File: src/rtl/vga_timing_scanout_if.sv
`default_nettype none
// =============================================================================
// Module  : vga_timing_scanout_if
// Brief   : Line-buffer read port between the scanout (master) and line buffer.
// Revision: 1.0
// =============================================================================
interface vga_timing_scanout_if #(
  parameter int PIXEL_W = 24
);
  logic               lb_read_o;
  logic [PIXEL_W-1:0] lb_pixel_i;
  logic               lb_empty_i;

  modport master (output lb_read_o, input lb_pixel_i, input lb_empty_i);
  modport slave  (input lb_read_o, output lb_pixel_i, output lb_empty_i);
endinterface
`default_nettype wire

File: src/rtl/vga_timing_scanout.sv
`default_nettype none
// =============================================================================
// Module  : vga_timing_scanout
// Brief   : 640x480/800x600 @60 raster timing with a 2-stage line-buffer scanout.
// Revision: 1.0
// =============================================================================
module vga_timing_scanout #(
  parameter int PIXEL_W  = 24,
  parameter int PIPE_LAT = 2
) (
  input  logic                 clk_i,
  input  logic                 rst_n_i,
  input  logic                 enable_video_i,
  input  logic                 resolution_i,
  vga_timing_scanout_if.master lb,
  output logic [PIXEL_W-1:0]   rgb_o,
  output logic                 hsync_o,
  output logic                 vsync_o,
  output logic                 video_on_o,
  output logic                 line_start_o,
  output logic                 frame_start_o,
  output logic                 underflow_o
);

  typedef enum logic [1:0] {
    ST_ACTIVE = 2'd0,
    ST_FRONT  = 2'd1,
    ST_SYNC   = 2'd2,
    ST_BACK   = 2'd3
  } region_t;

  if (PIPE_LAT != 2) begin : g_pipe_lat_chk
    $error("vga_timing_scanout: PIPE_LAT is fixed at 2");
  end

  region_t      r_h_state;
  region_t      r_v_state;
  logic [10:0]  r_h_cnt;
  logic [9:0]   r_v_cnt;
  logic         r_res;
  logic         r_vis1;
  logic         r_uf1;
  logic         r_hs1;
  logic         r_vs1;

  logic [10:0]  w_h_end;
  logic [9:0]   w_v_end;
  logic         w_run;
  logic         w_read;
  logic         w_res_chg;
  logic         w_h_step;
  logic         w_v_step;
  logic         w_h_wrap;
  logic         w_v_wrap;
  logic         w_hs_lvl;
  logic         w_vs_lvl;
  logic         w_idle_lvl;

  // First count past the end of the current region; BACK ends at the total.
  always_comb begin
    w_h_end = r_res ? 11'd1056 : 11'd800;
    w_v_end = r_res ? 10'd628  : 10'd525;
    case (r_h_state)
      ST_ACTIVE: w_h_end = r_res ? 11'd800 : 11'd640;
      ST_FRONT:  w_h_end = r_res ? 11'd840 : 11'd656;
      ST_SYNC:   w_h_end = r_res ? 11'd968 : 11'd752;
      default:   ;
    endcase
    case (r_v_state)
      ST_ACTIVE: w_v_end = r_res ? 10'd600 : 10'd480;
      ST_FRONT:  w_v_end = r_res ? 10'd601 : 10'd490;
      ST_SYNC:   w_v_end = r_res ? 10'd605 : 10'd492;
      default:   ;
    endcase
  end

  assign w_run      = rst_n_i & enable_video_i;
  assign w_res_chg  = w_run & (resolution_i != r_res);
  assign w_h_step   = (r_h_cnt + 11'd1) == w_h_end;
  assign w_v_step   = (r_v_cnt + 10'd1) == w_v_end;
  assign w_h_wrap   = w_h_step & (r_h_state == ST_BACK);
  assign w_v_wrap   = w_v_step & (r_v_state == ST_BACK);
  assign w_read     = w_run & (r_h_state == ST_ACTIVE) & (r_v_state == ST_ACTIVE);

  // 800x600 syncs are active-high, 640x480 active-low.
  assign w_hs_lvl   = (r_h_state == ST_SYNC) ? r_res : ~r_res;
  assign w_vs_lvl   = (r_v_state == ST_SYNC) ? r_res : ~r_res;
  assign w_idle_lvl = ~resolution_i;

  assign lb.lb_read_o  = w_read;
  assign line_start_o  = w_run & (r_h_cnt == 11'd0);
  assign frame_start_o = w_run & (r_h_cnt == 11'd0) & (r_v_cnt == 10'd0);

  always_ff @(posedge clk_i or negedge rst_n_i) begin
    if (!rst_n_i) begin
      r_h_state   <= ST_ACTIVE;
      r_v_state   <= ST_ACTIVE;
      r_h_cnt     <= '0;
      r_v_cnt     <= '0;
      r_res       <= 1'b0;
      r_vis1      <= 1'b0;
      r_uf1       <= 1'b0;
      r_hs1       <= 1'b1;
      r_vs1       <= 1'b1;
      rgb_o       <= '0;
      video_on_o  <= 1'b0;
      hsync_o     <= 1'b1;
      vsync_o     <= 1'b1;
      underflow_o <= 1'b0;
    end else begin
      if (!enable_video_i) begin
        underflow_o <= 1'b0;
      end else if (w_read && lb.lb_empty_i) begin
        underflow_o <= 1'b1;
      end

      // Disable or a mode change restarts the raster and blanks the pipeline.
      if (!enable_video_i || w_res_chg) begin
        r_h_state  <= ST_ACTIVE;
        r_v_state  <= ST_ACTIVE;
        r_h_cnt    <= '0;
        r_v_cnt    <= '0;
        r_res      <= resolution_i;
        r_vis1     <= 1'b0;
        r_uf1      <= 1'b0;
        r_hs1      <= w_idle_lvl;
        r_vs1      <= w_idle_lvl;
        rgb_o      <= '0;
        video_on_o <= 1'b0;
        hsync_o    <= w_idle_lvl;
        vsync_o    <= w_idle_lvl;
      end else begin
        if (w_h_step) begin
          r_h_state <= region_t'(r_h_state + 2'd1);
        end
        if (w_h_wrap) begin
          r_h_cnt <= '0;
          r_v_cnt <= w_v_wrap ? 10'd0 : r_v_cnt + 10'd1;
          if (w_v_step) begin
            r_v_state <= region_t'(r_v_state + 2'd1);
          end
        end else begin
          r_h_cnt <= r_h_cnt + 11'd1;
        end

        r_vis1     <= w_read;
        r_uf1      <= w_read & lb.lb_empty_i;
        r_hs1      <= w_hs_lvl;
        r_vs1      <= w_vs_lvl;

        rgb_o      <= (r_vis1 && !r_uf1) ? lb.lb_pixel_i : '0;
        video_on_o <= r_vis1;
        hsync_o    <= r_hs1;
        vsync_o    <= r_vs1;
      end
    end
  end

endmodule
`default_nettype wire
File: src/flat_wrapper.sv
// flat-port wrapper written by rule: the top's interface ports become plain ports
module vga_timing_scanout_flat 
#(
  parameter int PIXEL_W  = 24,
  parameter int PIPE_LAT = 2
)
  (clk_i, rst_n_i, enable_video_i, resolution_i, rgb_o, hsync_o, vsync_o, video_on_o, line_start_o, frame_start_o, underflow_o, lb_lb_read_o, lb_lb_pixel_i, lb_lb_empty_i);
  vga_timing_scanout_if #(.PIXEL_W(PIXEL_W)) lb_i ();
  input  logic clk_i;
  input  logic rst_n_i;
  input  logic enable_video_i;
  input  logic resolution_i;
  output logic [PIXEL_W-1:0] rgb_o;
  output logic hsync_o;
  output logic vsync_o;
  output logic video_on_o;
  output logic line_start_o;
  output logic frame_start_o;
  output logic underflow_o;
  output wire logic [$bits(lb_i.lb_read_o)-1:0] lb_lb_read_o;
  input wire logic [$bits(lb_i.lb_pixel_i)-1:0] lb_lb_pixel_i;
  input wire logic [$bits(lb_i.lb_empty_i)-1:0] lb_lb_empty_i;
  assign lb_lb_read_o = lb_i.lb_read_o;
  assign lb_i.lb_pixel_i = lb_lb_pixel_i;
  assign lb_i.lb_empty_i = lb_lb_empty_i;
  vga_timing_scanout #(.PIXEL_W(PIXEL_W), .PIPE_LAT(PIPE_LAT)) u_core (.clk_i(clk_i), .rst_n_i(rst_n_i), .enable_video_i(enable_video_i), .resolution_i(resolution_i), .lb(lb_i), .rgb_o(rgb_o), .hsync_o(hsync_o), .vsync_o(vsync_o), .video_on_o(video_on_o), .line_start_o(line_start_o), .frame_start_o(frame_start_o), .underflow_o(underflow_o));
endmodule
File: config.mk
export PLATFORM = sky130hd
export DESIGN_NAME = vga_timing_scanout_flat
export DESIGN_NICKNAME = d
export VERILOG_FILES = /design/src/rtl/vga_timing_scanout_if.sv /design/src/rtl/vga_timing_scanout.sv /design/src/flat_wrapper.sv
export SDC_FILE = /design/constraint.sdc
export NUM_CORES = 1
export LEC_CHECK = 0
export ABC_AREA = 1
export CORE_MARGIN = 2
export CORE_UTILIZATION = 53
export DETAILED_ROUTE_END_ITERATION = 10
export PLACE_DENSITY = 0.8
export SLEW_MARGIN = 25
export SYNTH_ARGS = -nofsm -noshare
export SYNTH_HDL_FRONTEND = slang
export SYNTH_SLANG_ARGS = --single-unit
File: constraint.sdc
create_clock -name clk_i -period 2.3 [get_ports clk_i]
set_input_delay 0.345 -clock clk_i [delete_from_list [all_inputs] [get_ports clk_i]]
set_output_delay 0.345 -clock clk_i [all_outputs]
set_load 0.02 [all_outputs]
* Word level (Yosys, flattened, before mapping)
Index checks and enable logic that the tools add are counted.
Cells by class: add/sub/neg operators 4, equal/unequal tests 10, mux-type cells 33, bitwise logic cells 11, reduce and logical (&&, ||, !) cells 13
Operator list (number):
- two-way mux 10 bit | 6
- two-way mux 24 bit | 2
- two-way mux 11 bit | 3
- case mux 11 bit (3 select lines) | 1
- case mux 10 bit (3 select lines) | 1
- two-way mux 9 bit | 3
- adder 11 x 1 -> 11 bit, second input constant | 1
- == test 11 bit | 1
- zero test 11 bit | 1
- two-way mux 1 bit | 11
- adder 10 x 1 -> 10 bit, second input constant | 1
- == test 10 bit | 1
- zero test 10 bit | 1
- two-way mux 2 bit | 5
- bitwise AND 1 bit | 9
- == test 2 bit, second input constant | 4
- two-way mux 7 bit | 1
- nonzero test 2 bit | 3
- adder 2 x 1 -> 2 bit, second input constant | 2
- == test 2 x 1 -> 1 bit, second input constant | 2
- zero test 2 bit | 2
- logical AND 1 bit | 2
- zero test 1 bit | 2
- inequality test 2 x 1 -> 1 bit, second input constant | 1
- other kinds (4) | 5
Word-level totals: register bits 58, bits of input ports 29, output and inout port bits 31, word-level logic and storage cells 85

* Depth between registers and ports, before layout
depth in word-level cells 7, mapped depth 17, mapped depth without buffers 17

* Worst setup path before layout
OpenSTA, ideal clock, no wires.
path type reg-to-reg, from register u_core.r_v_state[0], to register u_core.r_v_state[0], setup time 0.117 ns, arrival time 1.839 ns, required time 2.183 ns, path slack 0.344 ns, stages on the path, launching flop included 16, buffers on the path 0, period minus slack after synthesis 1.956 ns, cells stage by stage dfrtp_1 > inv_1 > ha_1 > ha_1 > inv_1 > nand2_1 > o21ai_0 > nand3_1 > nand2_1 > nand2_1 > nor2_1 > nand2_1 > nand2_1 > nand3_1 > nand2_1 > nand2_1
Between the ends: cells in the longest elaborated chain, start to end 5, elaborated cells on any way between the ends 11, those cells by class 1 x add/sub; 3 x eq/ne; 4 x mux; 3 x reduce/logical
Ends and longest elaborated chain:
- start: declaration | line vga_timing_scanout.sv:37 | region_t r_v_state;
- start signal: assignment | line vga_timing_scanout.sv:140 | r_v_state <= region_t'(r_v_state + 2'd1);
- == test 2 bit (tied with other cells) | line vga_timing_scanout.sv:69 | case (r_v_state)
- case mux 10 bit (3 select lines) | line vga_timing_scanout.sv:69
- == test 10 bit | line vga_timing_scanout.sv:80 | assign w_v_step = (r_v_cnt + 10'd1) == w_v_end;
- nonzero test 2 bit (no source line)
- AND reduction 2 bit (no source line)
Parallel ways exist; a longest one is shown, timed or not. The select of a mux whose other input is x is not followed. A chain may end at the register's enable or synchronous reset.

* Final worst setup path
from register u_core.r_h_state[0], to register u_core.r_v_cnt[7]
Between the ends: cells in the longest elaborated chain, start to end 5, elaborated cells on any way between the ends 8, those cells by class 4 x eq/ne; 1 x mux; 1 x bitwise; 2 x reduce/logical
Ends and longest elaborated chain:
- start: declaration | line vga_timing_scanout.sv:36 | region_t r_h_state;
- start signal: assignment | line vga_timing_scanout.sv:134 | r_h_state <= region_t'(r_h_state + 2'd1);
- == test 2 bit (tied with other cells) | line vga_timing_scanout.sv:63 | case (r_h_state)
- case mux 11 bit (3 select lines) | line vga_timing_scanout.sv:63
- == test 11 bit | line vga_timing_scanout.sv:79 | assign w_h_step = (r_h_cnt + 11'd1) == w_h_end;
- bitwise AND 1 bit * | line vga_timing_scanout.sv:81 | assign w_h_wrap = w_h_step & (r_h_state == ST_BACK);
- nonzero test 2 bit (no source line) *
- end signal: assignment | line vga_timing_scanout.sv:138 | r_v_cnt <= w_v_wrap ? 10'd0 : r_v_cnt + 10'd1;
- end: declaration | line vga_timing_scanout.sv:39 | logic [9:0] r_v_cnt;
Mark *: on every way between the ends. The rest lies on a longest branch, timed or not.

==> flow_summary.yaml <==
cts:
  cts_max_level: 3
  cts_tree: "yes"
  clk_path_buf_depth: 2
  cts_root_buf: "clkbuf_8"
  clock_sinks: 58
  clock_latency_ps: 350
  hold_buffers: 0
  numCtsBuffers: 9
  clk_pin_slew_ps: 80
placement:
  gp_congestion: 0.9453
  dpl_cell_area_um2: 4200
  hpwl_um: 6350
  dp.cells: 633
  io_buffers: 59
pwr:
  power.density_nw_per_um2: 674.7
  max-vdd-ir-drop_mv: 0.4427
  p_leak_nw: 2.354
finish:
  drive_above_1_share_pct: 16.72
  final_design_area_no_fill_um2: 4750
  area_growth_pct: 37.74
  nets: 628
  antennaDiodeCount: 0
  final_cells: 663
min_path:
  hold_class: "primary input to async pin"
synth:
  synth_fp_nets: 541
  synth_cell_types: 30
  yosys_warnings: 0
  avgSynthCellArea_um2: 6.980
  synthesis.area_um2: 3448
  ys_seq_elements: 58
  seq_area_frac_synth_pct: 42.24
  syn_inst: 494
sta:
  slew_headroom_pct: 51.83
  finalCritPeriodShare_pct: 97.30
  hold_viol: 0
  tightestPinTransition_ps: 722.6
  slew_viol_final: 0
  fmax_mhz: 446.9
  skew_ps: 12.33
  setup_viol: 0
  hold_ws_ps: 203.2
  layout_min_cycle_time_ps: 2238
critical_path:
  path_class: "flop to flop"
  rrSetupSlack_ps: 60
  path_common_cell: "nand2_1"
  slowest_stage: "dfrtp_1"
  path_cells: "buf_6, ha_2, inv_2, nand2_2, a21oi_2, inv_1, nand2_2, nand2_1, nor2_1, nand2_1, nor2_1, nand3_1, nand2_4, clkbuf_16, nand3_1, nand2_1"
  cp_num_buf_inv: 4
  cp.arrival_ps: 2530
  required_ps: 2590
  path_delay_family: "simple AND/OR/NAND/NOR gates"
  cp-end-kind: "flop"
  max_stage_delay_ps: 410
  worst-path-max-fanout: 5
  start_kind: "flop"
global_routing:
  grt_pass1_wl_um: 14860
  grt_pass1_vias: 3327
  overflow: 0
  grt_use_total_pct: 25.87
  grt_max_degree: 59
  grt_antenna_before_repair: 0
routing:
  drt_iter0_markers: 372
  ant_nets: 0
  drt_pass1_iterations: 5
  vias_per_cell: 5.459
  drcViolationCount: 0
  vias: 3619
  wl_per_cell_um: 14.33
  wl_um: 9498
floorplan:
  die_area_um2: 7167
  rows: 29
  chipWidth_um: 84.66
  core-area_um2: 6314
  fp.dieH_um: 84.66
  start_util_pct: 54.62
  num_io_pins: 60
run_status:
  outcome: "complete, no violations"
flow_run:
  cap_violations: 0
## worst paths after layout
kind                                            endpoint                       startpoint  cells past startpoint
max                        u_core.r_v_cnt[7]$_DFFE_PN0P_  u_core.r_h_state[0]$_DFFE_PN0P_                     16
min                             u_core.r_res$_DFFE_PN0N_                          rst_n_i                      2
max reg2reg                u_core.r_v_cnt[7]$_DFFE_PN0P_  u_core.r_h_state[0]$_DFFE_PN0P_                     16
min reg2reg                     u_core.hsync_o$_DFF_PN1_           u_core.r_hs1$_DFF_PN1_                      2
max in group asynchronous  u_core.r_v_cnt[0]$_DFFE_PN0P_                          rst_n_i                      2
min in group clk_i              u_core.hsync_o$_DFF_PN1_           u_core.r_hs1$_DFF_PN1_                      2
## routing by layer
layer | part of all wire (%) | routed length, um | vias to the layer above | global-route usage, %
met5 | 0 | 0 | - | 0
met4 | 2.5 | 235 | 0 | 10.53
met3 | 11 | 1007 | 27 | 8.555
met2 | 45 | 4302 | 210 | 39.80
met1 | 42 | 3953 | 1663 | 33.78
li1 | - | - | 1719 | -
## logic make-up after synthesis
group                    count (synthesis)  synth area share, %
AND/OR/NAND/NOR                        329                39.44
adder cells (fa/ha/maj)                 18                6.531
buffers and inverters                   65                7.511
flip-flops                              58                42.24
XOR/XNOR                                 3               0.7621
AO/OA/AOI/OAI                           21                3.519
## power breakdown
| part | internal, mW | switching (mW) |
|---|---|---|
| Sequential | 1.08 | 0.0589 |
| Clock | 0.614 | 0.454 |
| Combinational | 0.417 | 0.579 |
| Total | 2.11 | 1.09 |
## worst register-to-register path, cell delays in order, from the launching register on
cell	delay, ps
dfrtp_1	410
buf_6	140
ha_2	190
inv_2	80
nand2_2	70
a21oi_2	160
inv_1	70
nand2_2	70
nand2_1	60
nor2_1	110
nand2_1	60
nor2_1	120
nand3_1	140
nand2_4	200
clkbuf_16	180
nand3_1	60
nand2_1	60
## registers in the layout, summed over array words and instances (netlist names), 2 cells and up
signal            flops
u_core.r_v_state      2
u_core.r_v_cnt       10
u_core.r_h_cnt       11
u_core.r_h_state      2
u_core.rgb_o         24
## cell type report
cell class                      instances  area (um2)
Clock inverter                          6       90.09
Clock buffer                           10       127.6
Sequential cell                        58        1463
Tap cell                               77       96.34
Multi-Input combinational cell        371        1893
Fill cell                             461        1564
Timing Repair Buffer                   86       864.6
Inverter                               55       215.2
## through the flow
| step | power [mW] | setup TNS, ps | setup WS (ps) | utilization (%) |
|---|---|---|---|---|
| 6_report | 3.204 | 0 | 62.18 | 75.23 |
| 5_1_grt | 3.361 | -247.4 | -75.71 | 75.23 |
| 4_1_cts | 3.015 | -0.5413 | -0.5413 | 69.92 |
| 3_5_place_dp | 1.953 | -126.0 | -113.4 | 66.53 |
| 3_3_place_gp | 1.929 | -123.2 | -115.3 | 66.53 |
| 2_1_floorplan | 1.681 | 0 | 344.2 | - |
## cell usage in the layout, fill, tap and decap left out, types with 3 or more instances in the layout
cell type	instances
o21ai_0	4
dfrtp_2	5
nand3_1	46
clkbuf_8	9
nor3_1	5
a21oi_1	5
buf_4	20
ha_1	10
dfrtp_1	49
dlygate4sd2_1	3
o21bai_1	3
o21ai_2	3
inv_2	5
buf_12	3
ha_4	5
nand2_2	11
nor2_1	70
clkdlybuf4s50_1	55
nand2_1	171
dfstp_2	4
inv_1	46
nor2_2	4
ha_2	3
nand3_2	3
nand4_1	10
## what timing repair did
action,in CTS,in global routing
pin swaps,0,13
buffers inserted,0,12
hold endpoints to repair,0,0
gates resized for setup,3,58
gates cloned,0,2
endpoints found under the setup margin,4,24
## cell usage after synthesis
library cell	number	area [um2]
nor2_2	1	6.260
inv_2	1	3.750
nand3b_1	1	7.510
o21bai_1	3	22.52
nand3_2	1	10.01
inv_1	52	195.2
o211ai_1	1	7.510
dfstp_2	4	105.1
o21a_1	1	7.510
a21oi_1	7	35.03
o21ai_2	1	8.760
dfrtp_1	54	1351
xor2_1	1	8.760
nand2_2	2	12.51
buf_4	2	15.01
xnor2_1	2	17.52
nor3_1	5	25.02
nand3_1	49	245.2
o21ai_1	1	5.000
ha_1	18	225.2
o21ai_0	7	35.03
nor2_1	74	277.8
clkinv_1	2	7.510
nor4_1	1	6.260
buf_6	1	11.26
nand4_1	10	62.56
nor2_4	1	11.26
or2_2	2	12.51
clkbuf_1	7	26.28
nand2_1	182	683.2
Power figures use the tool's default switching activity.
